File: src/rtl/sargantana_icache_pkg.sv
// Shared I-cache definitions: default geometry, tag-controller FSM states and
// the tag-memory request bundle driven toward the tag array.
package sargantana_icache_pkg;

    localparam int ICACHE_N_WAY = 4;
    localparam int ICACHE_TAG_W = 20;
    localparam int ICACHE_IDX_W = 6;

    typedef enum logic [1:0] {
        ST_IDLE      = 2'd0,
        ST_LOOKUP    = 2'd1,
        ST_MISS_WAIT = 2'd2,
        ST_REFILL    = 2'd3
    } tag_state_e;

    // Field widths follow the package geometry above.
    typedef struct packed {
        logic [ICACHE_N_WAY-1:0] req;
        logic                    we;
        logic                    vbit;
        logic                    flush;
        logic [ICACHE_IDX_W-1:0] addr;
        logic [ICACHE_TAG_W-1:0] data;
    } tmem_req_t;

endpackage

File: src/rtl/sargantana_icache_repl_ptr.sv
// Victim pointer for full sets. Round-robin counter by default; an 8-bit
// Fibonacci LFSR when SARGANTANA_ICACHE_LFSR_REPL_EN is defined.
module sargantana_icache_repl_ptr
    import sargantana_icache_pkg::*;
#(
    parameter int N_WAY = ICACHE_N_WAY,
    parameter int PTR_W = $clog2(N_WAY)
) (
    input  logic             clk_i,
    input  logic             rstn_i,
    input  logic             advance_i,
    output logic [PTR_W-1:0] ptr_o
);

`ifdef SARGANTANA_ICACHE_LFSR_REPL_EN
    logic [7:0] r_lfsr;

    // Taps 8,6,5,4 map to bits 7,5,4,3.
    always_ff @(posedge clk_i or negedge rstn_i) begin
        if (!rstn_i) begin
            r_lfsr <= 8'h01;
        end else if (advance_i) begin
            r_lfsr <= {r_lfsr[6:0], r_lfsr[7] ^ r_lfsr[5] ^ r_lfsr[4] ^ r_lfsr[3]};
        end
    end

    assign ptr_o = r_lfsr[PTR_W-1:0];
`else
    logic [PTR_W-1:0] r_cnt;

    always_ff @(posedge clk_i or negedge rstn_i) begin
        if (!rstn_i) begin
            r_cnt <= '0;
        end else if (advance_i) begin
            r_cnt <= (r_cnt == PTR_W'(N_WAY - 1)) ? '0 : r_cnt + PTR_W'(1);
        end
    end

    assign ptr_o = r_cnt;
`endif

endmodule

File: src/rtl/sargantana_icache_tag_ctrl.sv
// I-cache tag controller: issues tag reads, compares ways, reports hit/miss and
// installs the refilled tag. Replacement policy selected by SARGANTANA_ICACHE_LFSR_REPL_EN.
module sargantana_icache_tag_ctrl
    import sargantana_icache_pkg::*;
#(
    parameter int N_WAY = ICACHE_N_WAY,
    parameter int TAG_W = ICACHE_TAG_W,
    parameter int IDX_W = ICACHE_IDX_W
) (
    input  logic                   clk_i,
    input  logic                   rstn_i,
    input  logic                   flush_i,
    input  logic                   lkp_valid_i,
    output logic                   lkp_ready_o,
    input  logic [IDX_W-1:0]       lkp_idx_i,
    input  logic [TAG_W-1:0]       lkp_tag_i,
    output logic                   rsp_valid_o,
    output logic                   rsp_hit_o,
    output logic [N_WAY-1:0]       rsp_way_o,
    input  logic                   refill_valid_i,
    output logic [N_WAY-1:0]       tmem_req_o,
    output logic                   tmem_we_o,
    output logic                   tmem_vbit_o,
    output logic                   tmem_flush_o,
    output logic [TAG_W-1:0]       tmem_data_o,
    output logic [IDX_W-1:0]       tmem_addr_o,
    input  logic [N_WAY*TAG_W-1:0] tmem_tag_way_i,
    input  logic [N_WAY-1:0]       tmem_vbit_i,
    output logic [1:0]             dbg_state_o
);

    localparam int PTR_W = $clog2(N_WAY);

    // Handshake: a lookup transfers on a rising clk_i edge where lkp_valid_i
    // and lkp_ready_o are both high; rsp_valid_o is a one-cycle pulse with no
    // back-pressure.

    tag_state_e       r_state;
    tag_state_e       w_state_nxt;
    logic             r_rst_done;
    logic [IDX_W-1:0] r_idx;
    logic [TAG_W-1:0] r_tag;
    logic [N_WAY-1:0] r_victim;
    logic             r_rsp_valid;
    logic             r_rsp_hit;
    logic [N_WAY-1:0] r_rsp_way;
    logic             r_flush;

    logic [N_WAY-1:0] w_hit_vec;
    logic [N_WAY-1:0] w_hit_way;
    logic [N_WAY-1:0] w_free_way;
    logic [N_WAY-1:0] w_victim;
    logic             w_hit;
    logic             w_accept;
    logic             w_refill_wr;
    logic [PTR_W-1:0] w_ptr;
    tmem_req_t        w_tmem;

    always_comb begin
        w_hit_vec = '0;
        for (int w = 0; w < N_WAY; w++) begin
            w_hit_vec[w] = tmem_vbit_i[w] & (tmem_tag_way_i[w*TAG_W +: TAG_W] == r_tag);
        end
    end

    // x & (~x + 1) isolates the lowest set bit; applied to ~vbit it finds the
    // lowest invalid way and yields zero when every way is valid.
    assign w_hit       = |w_hit_vec;
    assign w_hit_way   = w_hit_vec & (~w_hit_vec + N_WAY'(1));
    assign w_free_way  = ~tmem_vbit_i & (tmem_vbit_i + N_WAY'(1));
    assign w_victim    = (|w_free_way) ? w_free_way : (N_WAY'(1) << w_ptr);
    assign w_refill_wr = (r_state == ST_REFILL) && !flush_i;

    sargantana_icache_repl_ptr #(
        .N_WAY (N_WAY),
        .PTR_W (PTR_W)
    ) u_repl_ptr (
        .clk_i     (clk_i),
        .rstn_i    (rstn_i),
        .advance_i (w_refill_wr),
        .ptr_o     (w_ptr)
    );

    always_ff @(posedge clk_i or negedge rstn_i) begin
        if (!rstn_i) begin
            r_state <= ST_IDLE;
        end else begin
            r_state <= w_state_nxt;
        end
    end

    always_comb begin
        w_state_nxt = r_state;
        case (r_state)
            ST_IDLE:      if (w_accept) w_state_nxt = ST_LOOKUP;
            ST_LOOKUP:    w_state_nxt = w_hit ? (w_accept ? ST_LOOKUP : ST_IDLE) : ST_MISS_WAIT;
            ST_MISS_WAIT: if (refill_valid_i) w_state_nxt = ST_REFILL;
            ST_REFILL:    w_state_nxt = ST_IDLE;
            default:      w_state_nxt = ST_IDLE;
        endcase
        if (flush_i) begin
            w_state_nxt = ST_IDLE;
        end
    end

    // Flush suppresses both a new accept and a pending tag write this cycle.
    always_comb begin
        lkp_ready_o = 1'b0;
        w_tmem      = '0;
        case (r_state)
            ST_IDLE:   lkp_ready_o = r_rst_done;
            ST_LOOKUP: lkp_ready_o = r_rst_done & w_hit;
            ST_REFILL: begin
                w_tmem.req  = r_victim;
                w_tmem.we   = 1'b1;
                w_tmem.vbit = 1'b1;
                w_tmem.addr = r_idx;
                w_tmem.data = r_tag;
            end
            default: ;
        endcase
        if (flush_i) begin
            lkp_ready_o = 1'b0;
            w_tmem      = '0;
        end
        w_accept = lkp_valid_i & lkp_ready_o;
        if (w_accept) begin
            w_tmem.req  = '1;
            w_tmem.addr = lkp_idx_i;
        end
        w_tmem.flush = r_flush;
    end

    always_ff @(posedge clk_i or negedge rstn_i) begin
        if (!rstn_i) begin
            r_rst_done  <= 1'b0;
            r_idx       <= '0;
            r_tag       <= '0;
            r_victim    <= '0;
            r_rsp_valid <= 1'b0;
            r_rsp_hit   <= 1'b0;
            r_rsp_way   <= '0;
            r_flush     <= 1'b0;
        end else begin
            r_rst_done  <= 1'b1;
            r_flush     <= flush_i;
            r_rsp_valid <= (r_state == ST_LOOKUP) && !flush_i;
            if (w_accept) begin
                r_idx <= lkp_idx_i;
                r_tag <= lkp_tag_i;
            end
            if ((r_state == ST_LOOKUP) && !flush_i) begin
                r_rsp_hit <= w_hit;
                r_rsp_way <= w_hit ? w_hit_way : w_victim;
                if (!w_hit) begin
                    r_victim <= w_victim;
                end
            end
        end
    end

    assign rsp_valid_o  = r_rsp_valid;
    assign rsp_hit_o    = r_rsp_hit;
    assign rsp_way_o    = r_rsp_way;
    assign tmem_req_o   = w_tmem.req;
    assign tmem_we_o    = w_tmem.we;
    assign tmem_vbit_o  = w_tmem.vbit;
    assign tmem_flush_o = w_tmem.flush;
    assign tmem_data_o  = w_tmem.data;
    assign tmem_addr_o  = w_tmem.addr;
    assign dbg_state_o  = r_state;

endmodule

File: config.mk
export PLATFORM = sky130hd
export DESIGN_NAME = sargantana_icache_tag_ctrl
export DESIGN_NICKNAME = d
export VERILOG_FILES = /design/src/rtl/sargantana_icache_pkg.sv /design/src/rtl/sargantana_icache_repl_ptr.sv /design/src/rtl/sargantana_icache_tag_ctrl.sv
export SDC_FILE = /design/constraint.sdc
export NUM_CORES = 1
export LEC_CHECK = 0
export ABC_AREA = 0
export BUFFER_PORTS_ARGS = -buffer_cell sky130_fd_sc_hd__buf_2
export CAP_MARGIN = 20
export CORE_MARGIN = 5
export CORE_UTILIZATION = 42
export DETAILED_ROUTE_END_ITERATION = 10
export PLACE_DENSITY = 0.78
export RECOVER_POWER = 50
export SLEW_MARGIN = 40
export SYNTH_ARGS = -nofsm -noshare
export SYNTH_HDL_FRONTEND = slang
export SYNTH_HIERARCHICAL = 1
export SYNTH_SLANG_ARGS = --single-unit
File: constraint.sdc
create_clock -name clk_i -period 2.45 [get_ports clk_i]
set_input_delay 0.1225 -clock clk_i [delete_from_list [all_inputs] [get_ports clk_i]]
set_output_delay 0.1225 -clock clk_i [all_outputs]
set_load 0.005 [all_outputs]
==> summary.md <==
| Metric | Value |
|---|---|
| R2R Setup Slk | -0.17 ns |
| Final core utilization | 0.641 |
| Clock Latency Late Sink | 0.30 ns |
| Yosys cell types | 37 |
| Max FO, Critical Path | 17 |
| Initial core utilization | 0.425 |
| Crit path buf inv count | 2 |
| Final HPWL DP | 8060 um |
| Drc violations | 0 |
| CTS tree | done |
| Crit path time final | 2.65 ns |
| P_sw | 980 uW |
| Total track usage | 0.228 |
| Synth top area share | 0.345 |
| Max-cap violation count | 0 |
| CP top delay family | simple AND/OR/NAND/NOR gates |
| Leak pwr | 0.00231 uW |
| Share of layout cells above drive strength 1 | 0.602 |
| Least-Margin Pin Slew | about 1.1 ns |
| PortBufs | 156 |
| HP Start | lkp_tag_i[10] |
| Final setup fails | 37 |
| Root Driver | clkbuf_8 |
| Initial DRT Pass Iterations | 4 |
| Via count | approximately 3,000 |
| TritonCTS Sinks | 42 |
| Worst VDD drop | 0.000284 V |
| Row count | 31 |
| Setup crit end kind | output pin |
| Die Span X | 95.2 um |
| Final Wtd Congestion | approximately 0.85 |
| Antenna violation net count after detailed routing | 0 |
| Register area share after synthesis | 0.345 |
| Core box area | 0.00718 sq mm |
| Mapped Area | 0.00305 sq mm |
| Aggregate global routing overflow | 0 |
| Pwr dens | 601 mW/mm^2 |
| Worst reg2reg path depth | 10 |
| TNS Setup | -4.67 ns |
| Critical path class | register to output pin |
| Multi-input gate area | 0.00196 sq mm |
| Critical-path top delay cell | dfrtp_2 |
| Req. time, crit path | 2.33 ns |
| Worst hold path class | primary input to register |
| Synth async-reset ratio | 1.00 |
| Register share of total power | 0.395 |
| RR Endpoint | r_tag[17] |
| Yosys warning count | 6 |
| Peak per-stage delay on the critical path | between 0.4 and 0.5 ns |
| Start of the worst register-to-register path | r_tag[14] |
| RSZ-0062 raised after global routing | true |
| Sw Ratio | 0.354 |
| Ranking of synthesized cells by area | dfrtp_1 34%, xnor2_1 17%, mux2_4 9.8% |
| Clock buffer depth | 2 |
| Hold path endpoint | r_tag[10] |
| Fin. max-slew vios | 0 |
| First-pass GRT wire length | 15,600 um |
| Tcrit/Tclk final | 1.08 |
| Post-synth EDFFs | 0 |
| Fmax | 0.377 GHz |
| Drt total wl | 11,200 um |
| Worst-path cell chain | xnor2_1 > nand4_1 > nor4_4 > and4_1 > nor4_4 > a21oi_4 > buf_12 > a22o_1 > buf_2 |
| Clock H-tree levels | 2 |
| Vias in the first global route | 3,083 |
| Clock power frac | 0.175 |
| Failing checks | negative setup slack |
| Synthesized netlist cell count | 288 |
| DR WL/cell | 19.2 um |
| CP startpoint kind | register |
| Syn nets | around 400 |
| IO Pins | 157 |
| Die Area | 0.00907 sq mm |
| Initial antenna violation count | 0 |
| N_diodes | 0 |
| Register cell area after layout | 0.00107 sq mm |
| Combinational Power Share | 0.431 |
| Pre-CTS WS | -0.123 ns |
| Largest net degree at the start of global routing | 43 |
| Die Ht | 95.2 um |
| DR iter-0 viols | 173 |
| #FFs+latches synth | 42 |
| CP most frequent cell | nor4_4 |
| Vias per cell | 5.09 |
| Final hold vios | 0 |
| Synth area leader | dfrtp_1 |
| Fillers | 586 |
| Outcome | finished with violations |
| Synth Flop Type | dfrtp_1 |
| Num CTS Buffers | 5 |
| Slew headroom | 0.267 |
| Layout area overhead | 50.9% |
| Clock slew seen by the registers of the worst setup and hold paths | 0.09 ns |
| Final worst slack | -0.202 ns |
| Mean post-synth cell area | 10.6 sq um |
| Final Skew | 0.00807 ns |
| CP arrival | 2.53 ns |
| Internal power | 1790 uW |
| Layout Nets | 598 |
| Hold depth | 2 |
-- placed cells by master, fill, tap and decap left out, types with 6 or more instances in the layout --
cell	synthesis	routed
mux2_2	12	6
a22o_1	6	6
nand4_1	14	14
xnor2_2	0	10
dfrtp_1	42	27
buf_6	1	12
xnor2_1	60	50
nand2_1	8	8
buf_2	18	154
buf_4	3	41
mux2_4	20	26
xor2_1	20	19
nand3_1	8	8
and2_1	20	20
dfrtp_2	0	15
-- area by class of cell --
class,count,area share
Clock inverter,3,0.00544
Tap cell,99,0.0269
Sequential cell,42,0.232
Timing Repair Buffer,216,0.293
Inverter,3,0.00245
Multi-Input combinational cell,214,0.425
Clock buffer,5,0.0150
-- registers in the layout (all words and copies together), names as in the netlist --
name,cells
dbg_state_o,2
r_idx,6
r_rst_done,1
r_tag,20
r_victim,4
rsp_hit_o,1
rsp_valid_o,1
rsp_way_o,4
tmem_flush_o,1
u_repl_ptr/ptr_o,2
-- timing repair --
action,CTS,global route
resized for setup,20,39
setup buffers,15,15
pin swaps,6,10
hold buffers,2,0
endpoints found under the hold margin,43,0
gates cloned,0,3
endpoints found under the setup margin,41,44
-- how the worst max path moves through the flow --
stage | from | endpoint | depth (start not counted)
after floorplan | r_tag[13] | r_idx[0] | 9
after global placement | r_tag[13] | r_victim[3] | 9
after detailed placement | r_tag[13] | r_victim[0] | 9
after CTS | r_tag[16] | tmem_addr_o[2] | 9
after global routing | r_tag[1] | tmem_addr_o[5] | 10
final | r_tag[14] | tmem_addr_o[2] | 9
-- cells in the mapped netlist, drive strengths merged, types with 2 or more instances --
cell     n
xnor2   60
dfrtp   42
mux2    32
buf     24
and2    21
xor2    20
nand4   14
nor4    10
nand2    8
nand3    8
a22o     6
a21oi    5
clkbuf   5
a21o     4
nor2     4
and4     3
inv      3
o21ai    3
a31oi    2
and3     2
nor2b    2
or3      2
-- logic make-up (layout without fill, tap and decap cells) --
kind of cell	Yosys count	count (layout)	synth area share
flops	42	42	0.345
compound gates	26	26	0.0632
other cells	1	1	0.00123
mux	32	32	0.143
buf+inv	32	227	0.0636
xor+xnor	80	80	0.230
fa+ha+maj	1	1	0.00410
simple gates	74	74	0.151
-- stage by stage --
| step | instance area, sq um | instances | hold WS [ns] | total power (uW) |
|---|---|---|---|---|
| after floorplan | 3050 | 288 | -0.173 | 1700 |
| after global placement | 3990 | 540 | 0.275 | 2040 |
| after detailed placement | 4000 | 540 | 0.153 | 2060 |
| after CTS | 4290 | 565 | 0.0465 | 2580 |
| after global routing | 4600 | 582 | 0.0387 | 2900 |
| final | 4600 | 582 | 0.0437 | 2770 |
-- routing by layer --
metal | track usage | vias up | part of all wire
li1 | - | 1363 | -
met1 | 0.287 | 1424 | 0.39
met2 | 0.391 | 151 | 0.50
met3 | 0.0434 | 26 | 0.081
met4 | 0.0757 | 0 | 0.030
met5 | 0 | - | 0
-- power by group through the flow --
stage | registers, uW | clock network [uW] | logic (uW)
final | 1090 | 483 | 1190
after global routing | 1110 | 517 | 1270
after CTS | 1090 | 482 | 1010
after detailed placement | 1090 | 0 | 975
after global placement | 1070 | 0 | 967
after floorplan | 910 | 0 | 793
Power figures use the tool's default switching activity.
